[config.mk]
export PLATFORM = sky130hd
export DESIGN_NAME = aes_stream_if
export DESIGN_NICKNAME = d
export VERILOG_FILES = /design/src/rtl/aes_if_pkg.sv /design/src/rtl/aes_blk_shift.sv /design/src/rtl/aes_stream_if.sv
export SDC_FILE = /design/constraint.sdc
export NUM_CORES = 1
export LEC_CHECK = 0
export BUFFER_PORTS_ARGS = -buffer_cell sky130_fd_sc_hd__buf_2
export CORE_AREA = 8 8 223 225
export CTS_CLUSTER_SIZE = 25
export DETAILED_ROUTE_END_ITERATION = 10
export DIE_AREA = 0 0 231 233
export GPL_TIMING_DRIVEN = 0
export PLACE_DENSITY = 0.58
export SYNTH_ARGS = -nofsm -noshare
export SYNTH_HDL_FRONTEND = slang
export SYNTH_SLANG_ARGS = --single-unit
export TNS_END_PERCENT = 100
[constraint.sdc]
create_clock -name iClk -period 5.3 [get_ports iClk]
set_input_delay 0.53 -clock iClk [delete_from_list [all_inputs] [get_ports iClk]]
set_output_delay 0.53 -clock iClk [all_outputs]
set_load 0.05 [all_outputs]
[src/rtl/aes_if_pkg.sv]
// Shared definitions for the AES word-stream interface.
// Holds the block geometry and the state encoding used by the
// stream interface controller and its word shift registers.
package aes_if_pkg;

    localparam int WORD_W        = 32;
    localparam int BLK_W         = 128;
    localparam int WORDS_PER_BLK = 4;

    typedef enum logic [1:0] {
        S_FILL  = 2'd0,
        S_START = 2'd1,
        S_WAIT  = 2'd2,
        S_DRAIN = 2'd3
    } state_t;

endpackage

[src/rtl/aes_blk_shift.sv]
// 128-bit block register that moves one 32-bit word at a time.
// Used both to pack incoming words into a block and to serialize
// a captured block back out as words.
//
// Ports:
//   clk       clock
//   rst_n     asynchronous active-low reset, clears the block
//   load      parallel load of load_data (wins over shift)
//   load_data block value for a parallel load
//   shift     shift the block up by one word, shift_in enters at [31:0]
//   shift_in  word entering the low end on a shift
//   data      current block contents; [127:96] is the oldest word
module aes_blk_shift
    import aes_if_pkg::*;
(
    input  logic              clk,
    input  logic              rst_n,
    input  logic              load,
    input  logic [BLK_W-1:0]  load_data,
    input  logic              shift,
    input  logic [WORD_W-1:0] shift_in,
    output logic [BLK_W-1:0]  data
);

    always_ff @(posedge clk or negedge rst_n) begin
        if (!rst_n) begin
            data <= '0;
        end else if (load) begin
            data <= load_data;
        end else if (shift) begin
            data <= {data[BLK_W-WORD_W-1:0], shift_in};
        end
    end

endmodule

[src/rtl/aes_stream_if.sv]
// Word-stream front/back end for the AES core.
// Packs four 32-bit input words into a 128-bit plaintext block,
// holds a latched key, starts the core for one cycle, captures the
// ciphertext on the core's done pulse and streams it back out as
// four 32-bit words. One block is in flight at a time.
//
// Ports:
//   iClk, iRsn          clock, asynchronous active-low reset
//   iKeyWr, iKey        key load strobe and value (only taken between blocks)
//   iInData/iInValid/oInReady     plaintext word stream
//   oOutData/oOutValid/iOutReady  ciphertext word stream
//   oStAes              one-cycle start pulse to the core
//   oAesKey, oPlainText key and packed block presented to the core
//   iAesDone, iCpText   core done pulse and ciphertext
//   oBusy               high whenever a block is not being filled
//   oErr, iErrClr       sticky error flag and its clear
module aes_stream_if
    import aes_if_pkg::*;
#(
    parameter int DONE_TIMEOUT = 64,
    parameter int TMR_W        = 8
) (
    input  logic              iClk,
    input  logic              iRsn,
    input  logic              iKeyWr,
    input  logic [BLK_W-1:0]  iKey,
    input  logic [WORD_W-1:0] iInData,
    input  logic              iInValid,
    output logic              oInReady,
    output logic [WORD_W-1:0] oOutData,
    output logic              oOutValid,
    input  logic              iOutReady,
    output logic              oStAes,
    output logic [BLK_W-1:0]  oAesKey,
    output logic [BLK_W-1:0]  oPlainText,
    input  logic              iAesDone,
    input  logic [BLK_W-1:0]  iCpText,
    output logic              oBusy,
    output logic              oErr,
    input  logic              iErrClr
);

    // The abandon decision is registered into oErr one cycle later and the
    // counter starts at zero the cycle after the start pulse, so deciding at
    // DONE_TIMEOUT-2 makes oErr rise exactly DONE_TIMEOUT cycles after oStAes.
    localparam logic [TMR_W-1:0] TMR_LAST = TMR_W'(DONE_TIMEOUT - 2);

    state_t            state, state_next;
    logic [1:0]        cnt, cnt_next;
    logic [TMR_W-1:0]  tmr, tmr_next;
    logic [BLK_W-1:0]  key_q;
    logic              err_q;
    logic [BLK_W-1:0]  out_buf;

    logic              in_shift;
    logic              in_clear;
    logic              out_load;
    logic              out_shift;
    logic              key_load;
    logic              err_set;

    // Input packer: each accepted word enters at the bottom, so after four
    // words the first one sits in [127:96]. Cleared when a block is abandoned.
    aes_blk_shift u_packer (
        .clk       (iClk),
        .rst_n     (iRsn),
        .load      (in_clear),
        .load_data ('0),
        .shift     (in_shift),
        .shift_in  (iInData),
        .data      (oPlainText)
    );

    // Output serializer: the top word is always the one on offer; a consumed
    // word is shifted out so the next one moves up.
    aes_blk_shift u_serializer (
        .clk       (iClk),
        .rst_n     (iRsn),
        .load      (out_load),
        .load_data (iCpText),
        .shift     (out_shift),
        .shift_in  ('0),
        .data      (out_buf)
    );

    assign oOutData = out_buf[BLK_W-1 -: WORD_W];
    assign oAesKey  = key_q;
    assign oErr     = err_q;

    // Next-state and handshake decode. A key write is only legal while the
    // packer is empty; anywhere else it is dropped and flagged. A done pulse
    // outside S_WAIT is simply not looked at.
    always_comb begin
        state_next = state;
        cnt_next   = cnt;
        tmr_next   = tmr;
        in_shift   = 1'b0;
        in_clear   = 1'b0;
        out_load   = 1'b0;
        out_shift  = 1'b0;
        key_load   = 1'b0;
        err_set    = 1'b0;
        oInReady   = 1'b0;
        oStAes     = 1'b0;
        oOutValid  = 1'b0;
        oBusy      = 1'b1;

        if (iKeyWr) begin
            if (state == S_FILL && cnt == 2'd0) begin
                key_load = 1'b1;
            end else begin
                err_set = 1'b1;
            end
        end

        case (state)
            S_FILL: begin
                oInReady = 1'b1;
                oBusy    = 1'b0;
                if (iInValid) begin
                    in_shift = 1'b1;
                    if (cnt == 2'd3) begin
                        cnt_next   = 2'd0;
                        state_next = S_START;
                    end else begin
                        cnt_next = cnt + 2'd1;
                    end
                end
            end
            S_START: begin
                oStAes     = 1'b1;
                tmr_next   = '0;
                state_next = S_WAIT;
            end
            S_WAIT: begin
                if (iAesDone) begin
                    out_load   = 1'b1;
                    state_next = S_DRAIN;
                end else if (tmr == TMR_LAST) begin
                    err_set    = 1'b1;
                    in_clear   = 1'b1;
                    cnt_next   = 2'd0;
                    state_next = S_FILL;
                end else begin
                    tmr_next = tmr + TMR_W'(1);
                end
            end
            S_DRAIN: begin
                oOutValid = 1'b1;
                if (iOutReady) begin
                    out_shift = 1'b1;
                    if (cnt == 2'd3) begin
                        cnt_next   = 2'd0;
                        state_next = S_FILL;
                    end else begin
                        cnt_next = cnt + 2'd1;
                    end
                end
            end
            default: begin
                state_next = S_FILL;
                cnt_next   = 2'd0;
            end
        endcase
    end

    // State, counters, key and error flag. An error set in the same cycle as
    // a clear request leaves the flag set.
    always_ff @(posedge iClk or negedge iRsn) begin
        if (!iRsn) begin
            state <= S_FILL;
            cnt   <= 2'd0;
            tmr   <= '0;
            key_q <= '0;
            err_q <= 1'b0;
        end else begin
            state <= state_next;
            cnt   <= cnt_next;
            tmr   <= tmr_next;
            if (key_load) begin
                key_q <= iKey;
            end
            if (err_set) begin
                err_q <= 1'b1;
            end else if (iErrClr) begin
                err_q <= 1'b0;
            end
        end
    end

endmodule

==> flow_summary.ini <==
[outcome]
status = finished clean

[clocking]
clk_pin_slew_worst_paths_ns = 0.06
cts_tree = done
cts_sinks = 397
cts_setup_buffers = 0
cts_max_level = 2
cts_root_buffer = clkbuf_16
numCtsBuffers = 45
clk_latency_ns = 0.58
clockBufferDepth = 3

[sta]
hold_viol = 0
worstMarginPinSlew_ns = 0.8951
fin_ws_ns = 2.659
finalSetupViolations = 0
min_period_ns = 2.641
rsz0062_at_grt = no
finalMaxSlewViolations = 0
slew-limit-headroom_pct = 40.33
clock_skew_ns = 0.02350
holdWs_ns = 0.1609
fin_crit_sh_pct = 49.84
fmax_mhz = 378.6

[die]
row_count = 79
dieArea_sq_mm = 0.05382
start_util_pct = 35.38
die_h_microns = 233
core_area_sq_mm = 0.04606
die_w_microns = 231
io-pin-count = 588

[worst_setup_path]
critPathMaxStageDelay_ns = 0.65
crit_path_start_kind = flip-flop
crit_path_top_delay_cell = clkbuf_1
timing_worst_setup_path_type = reg -> reg
cp.arrival_ns = 3.08
cp_max_fo = 10
rrSetupSlack_ns = 2.66
end_kind = flip-flop
required_ns = 5.74
crit_chain = inv_1 > ha_1 > nand3_1 > clkbuf_1 > buf_2 > mux2_1

[yosys]
synth_commonest_cells = dfrtp_1 (397), nand2_1 (363), a21oi_1 (134), mux2_1 (128), o21ai_1 (101)
yosys_warnings = 0
syn_area_per_cell_sq_um = 11.34
syn-cell-area_sq_mm = 0.01630
synth.distinct_cells = 41
synth_top_area_share_pct = 60.96
yosysMostFrequentCell = dfrtp_1
syn_nets = 1741
synth_cells = 1437
synth_top_cell_by_area = dfrtp_1
synthFlopType = dfrtp_1
synthArstFlopShare_pct = 100.0
ys_seq_area_share_pct = 60.96
synth-edff-count = 0
synth-seq-cells = 397
synth_top_cells_by_area = dfrtp_1 (61%), mux2_1 (8.8%), nand2_1 (8.4%)

[route]
routed_wl_microns = 59090
drt_first_pass_iters = 5
drtAntennaViolNets = 0
drt-initial-drc-count = 847
routedWlPerCell_microns = 21.66
vias = 13270
drc = 0
viasPerCell = 4.863

[grt]
grt_use_total_pct = 21.34
first_global_vias = 13950
antenna_found_initial = 16
grt_max_degree = 119
grt_pass1_wl_microns = 88310
grt_overflow = 0

[power_and_ir_drop]
total_power_mw = 16.54
p_comb_share_pct = 47.8
cellPowerDensity_mw_per_mm2 = 761.5
intPower_mw = 8.545
switching_share_pct = 48.33
max-vdd-ir-drop_mv = 0.5891
p_clk_share_pct = 20.2
power_frac_seq_pct = 32.1
p_leak_nw = 11.35
p_sw_mw = 7.992

[cells_and_area]
finish.net_count = 2379
final_layout_size_suffix_gt1_share_pct = 35.58
area_delta_synth_final_pct = 33.26
finalInstanceArea_sq_mm = 0.02172
final_util_pct = 47.15

[placed_design]
postPlaceCellArea_sq_mm = 0.02009
hpwl_microns = 46680
io_buffers = 587
gp_congestion = 0.9402
dp_slack_ns = 2.565

[worst_hold_path]
worst_hold_path_type = in -> reg

[run]
maxCapViolCount = 0
[power by group through the flow]
stage / clock [mW] / sequential (mW) / combinational [mW]
after floorplan: 0 / 8.26 / 2.67
after global placement: 0 / 5.29 / 7.91
after detailed placement: 0 / 5.35 / 7.99
after CTS: 3.42 / 5.31 / 8.01
after global routing: 3.54 / 5.48 / 8.36
final: 3.33 / 5.31 / 7.90
[logic make-up (layout without fill, tap and decap cells)]
logic type	Yosys count	count (layout)	share of synthesized area [%]
AO/OA/AOI/OAI	285	285	9.951
adder cells (fa/ha/maj)	9	9	0.6910
buffers and inverters	138	812	4.476
flip-flops	397	397	60.96
multiplexers	224	224	14.74
other	0	10	0
AND/OR/NAND/NOR	384	384	9.175
[area by class of cell]
| cell class | instances | area [sq um] |
|---|---|---|
| clock inverter | 17 | 290.3 |
| antenna | 10 | 25.02 |
| fill | 4360 | 24350 |
| buffer | 128 | 691.9 |
| inverter | 10 | 37.54 |
| timing repair buffer | 591 | 3040 |
| multi-input combinational | 902 | 5632 |
| clock buffer | 66 | 1305 |
| sequential | 397 | 9935 |
| tap | 607 | 759.5 |
[sequential cells by signal, summed over array words and instances (netlist names)]
signal / cells
tmr: 8
state: 2
u_packer.data: 128
oErr: 1
u_serializer.data: 128
cnt: 2
oAesKey: 128
[metal layers]
metal | part of all wire (%) | wire length, microns | track usage (%)
met1 | 38 | 22710 | 24.74
met2 | 49 | 29240 | 35.79
met3 | 8.9 | 5282 | 7.904
met4 | 3.0 | 1756 | 7.979
met5 | 0.17 | 101 | 0
[layout by cell type (no fill, tap or decap), types with 2 or more instances in the layout]
cell type    n
ha_1         9
nor2_1       3
mux2_1     128
clkbuf_1    51
clkinv_2     6
clkbuf_8    10
clkinv_8     2
buf_6        4
a21oi_1    134
buf_2      635
o21ai_1    101
bufinv_16    7
mux2i_1     96
a22oi_1      3
diode_2     10
nand2_1    363
dfrtp_1    397
inv_1        9
buf_16       3
clkbuf_16   45
o2bb2ai_1    2
or3_1        3
a31oi_1      2
nand3_1      4
a22o_1      32
o31ai_1      2
buf_1        3
buf_4       32
nor2b_1      2
[repair_timing]
action | 4_1_cts | 5_1_grt
hold buffers | 1 | 0
resized for setup | 0 | 0
hold endpoints to repair | 63 | 0
[per-stage QoR]
step                      cells  TNS (ns)
after floorplan            1437         0
after global placement     2631  -1655.68
after detailed placement   2634         0
after CTS                  2718         0
after global routing       2724         0
final                      2728         0
[final timing paths]
kind                                               start                          endpoint  cells after the start
worst max register to register      state[0]$_DFFE_PN0P_           oAesKey[23]$_DFFE_PN0P_                      6
worst min register to register  oAesKey[117]$_DFFE_PN0P_          oAesKey[117]$_DFFE_PN0P_                      1
max in group asynchronous                           iRsn  u_serializer.data[4]$_DFFE_PN0P_                      4
worst max-delay path                state[0]$_DFFE_PN0P_           oAesKey[23]$_DFFE_PN0P_                      6
min in group asynchronous                           iRsn           oAesKey[22]$_DFFE_PN0P_                      2
worst min-delay path                            iKey[61]           oAesKey[61]$_DFFE_PN0P_                      2
[critical path, delay by kind of cell (launching register included)]
kind	cells	cell delay, ns
muxes	1	0.37
adders and majority gates	1	0.32
DFF	1	0.42
buffers and inverters	3	1.26
and+or+nand+nor	1	0.13
Power figures use the tool's default switching activity.
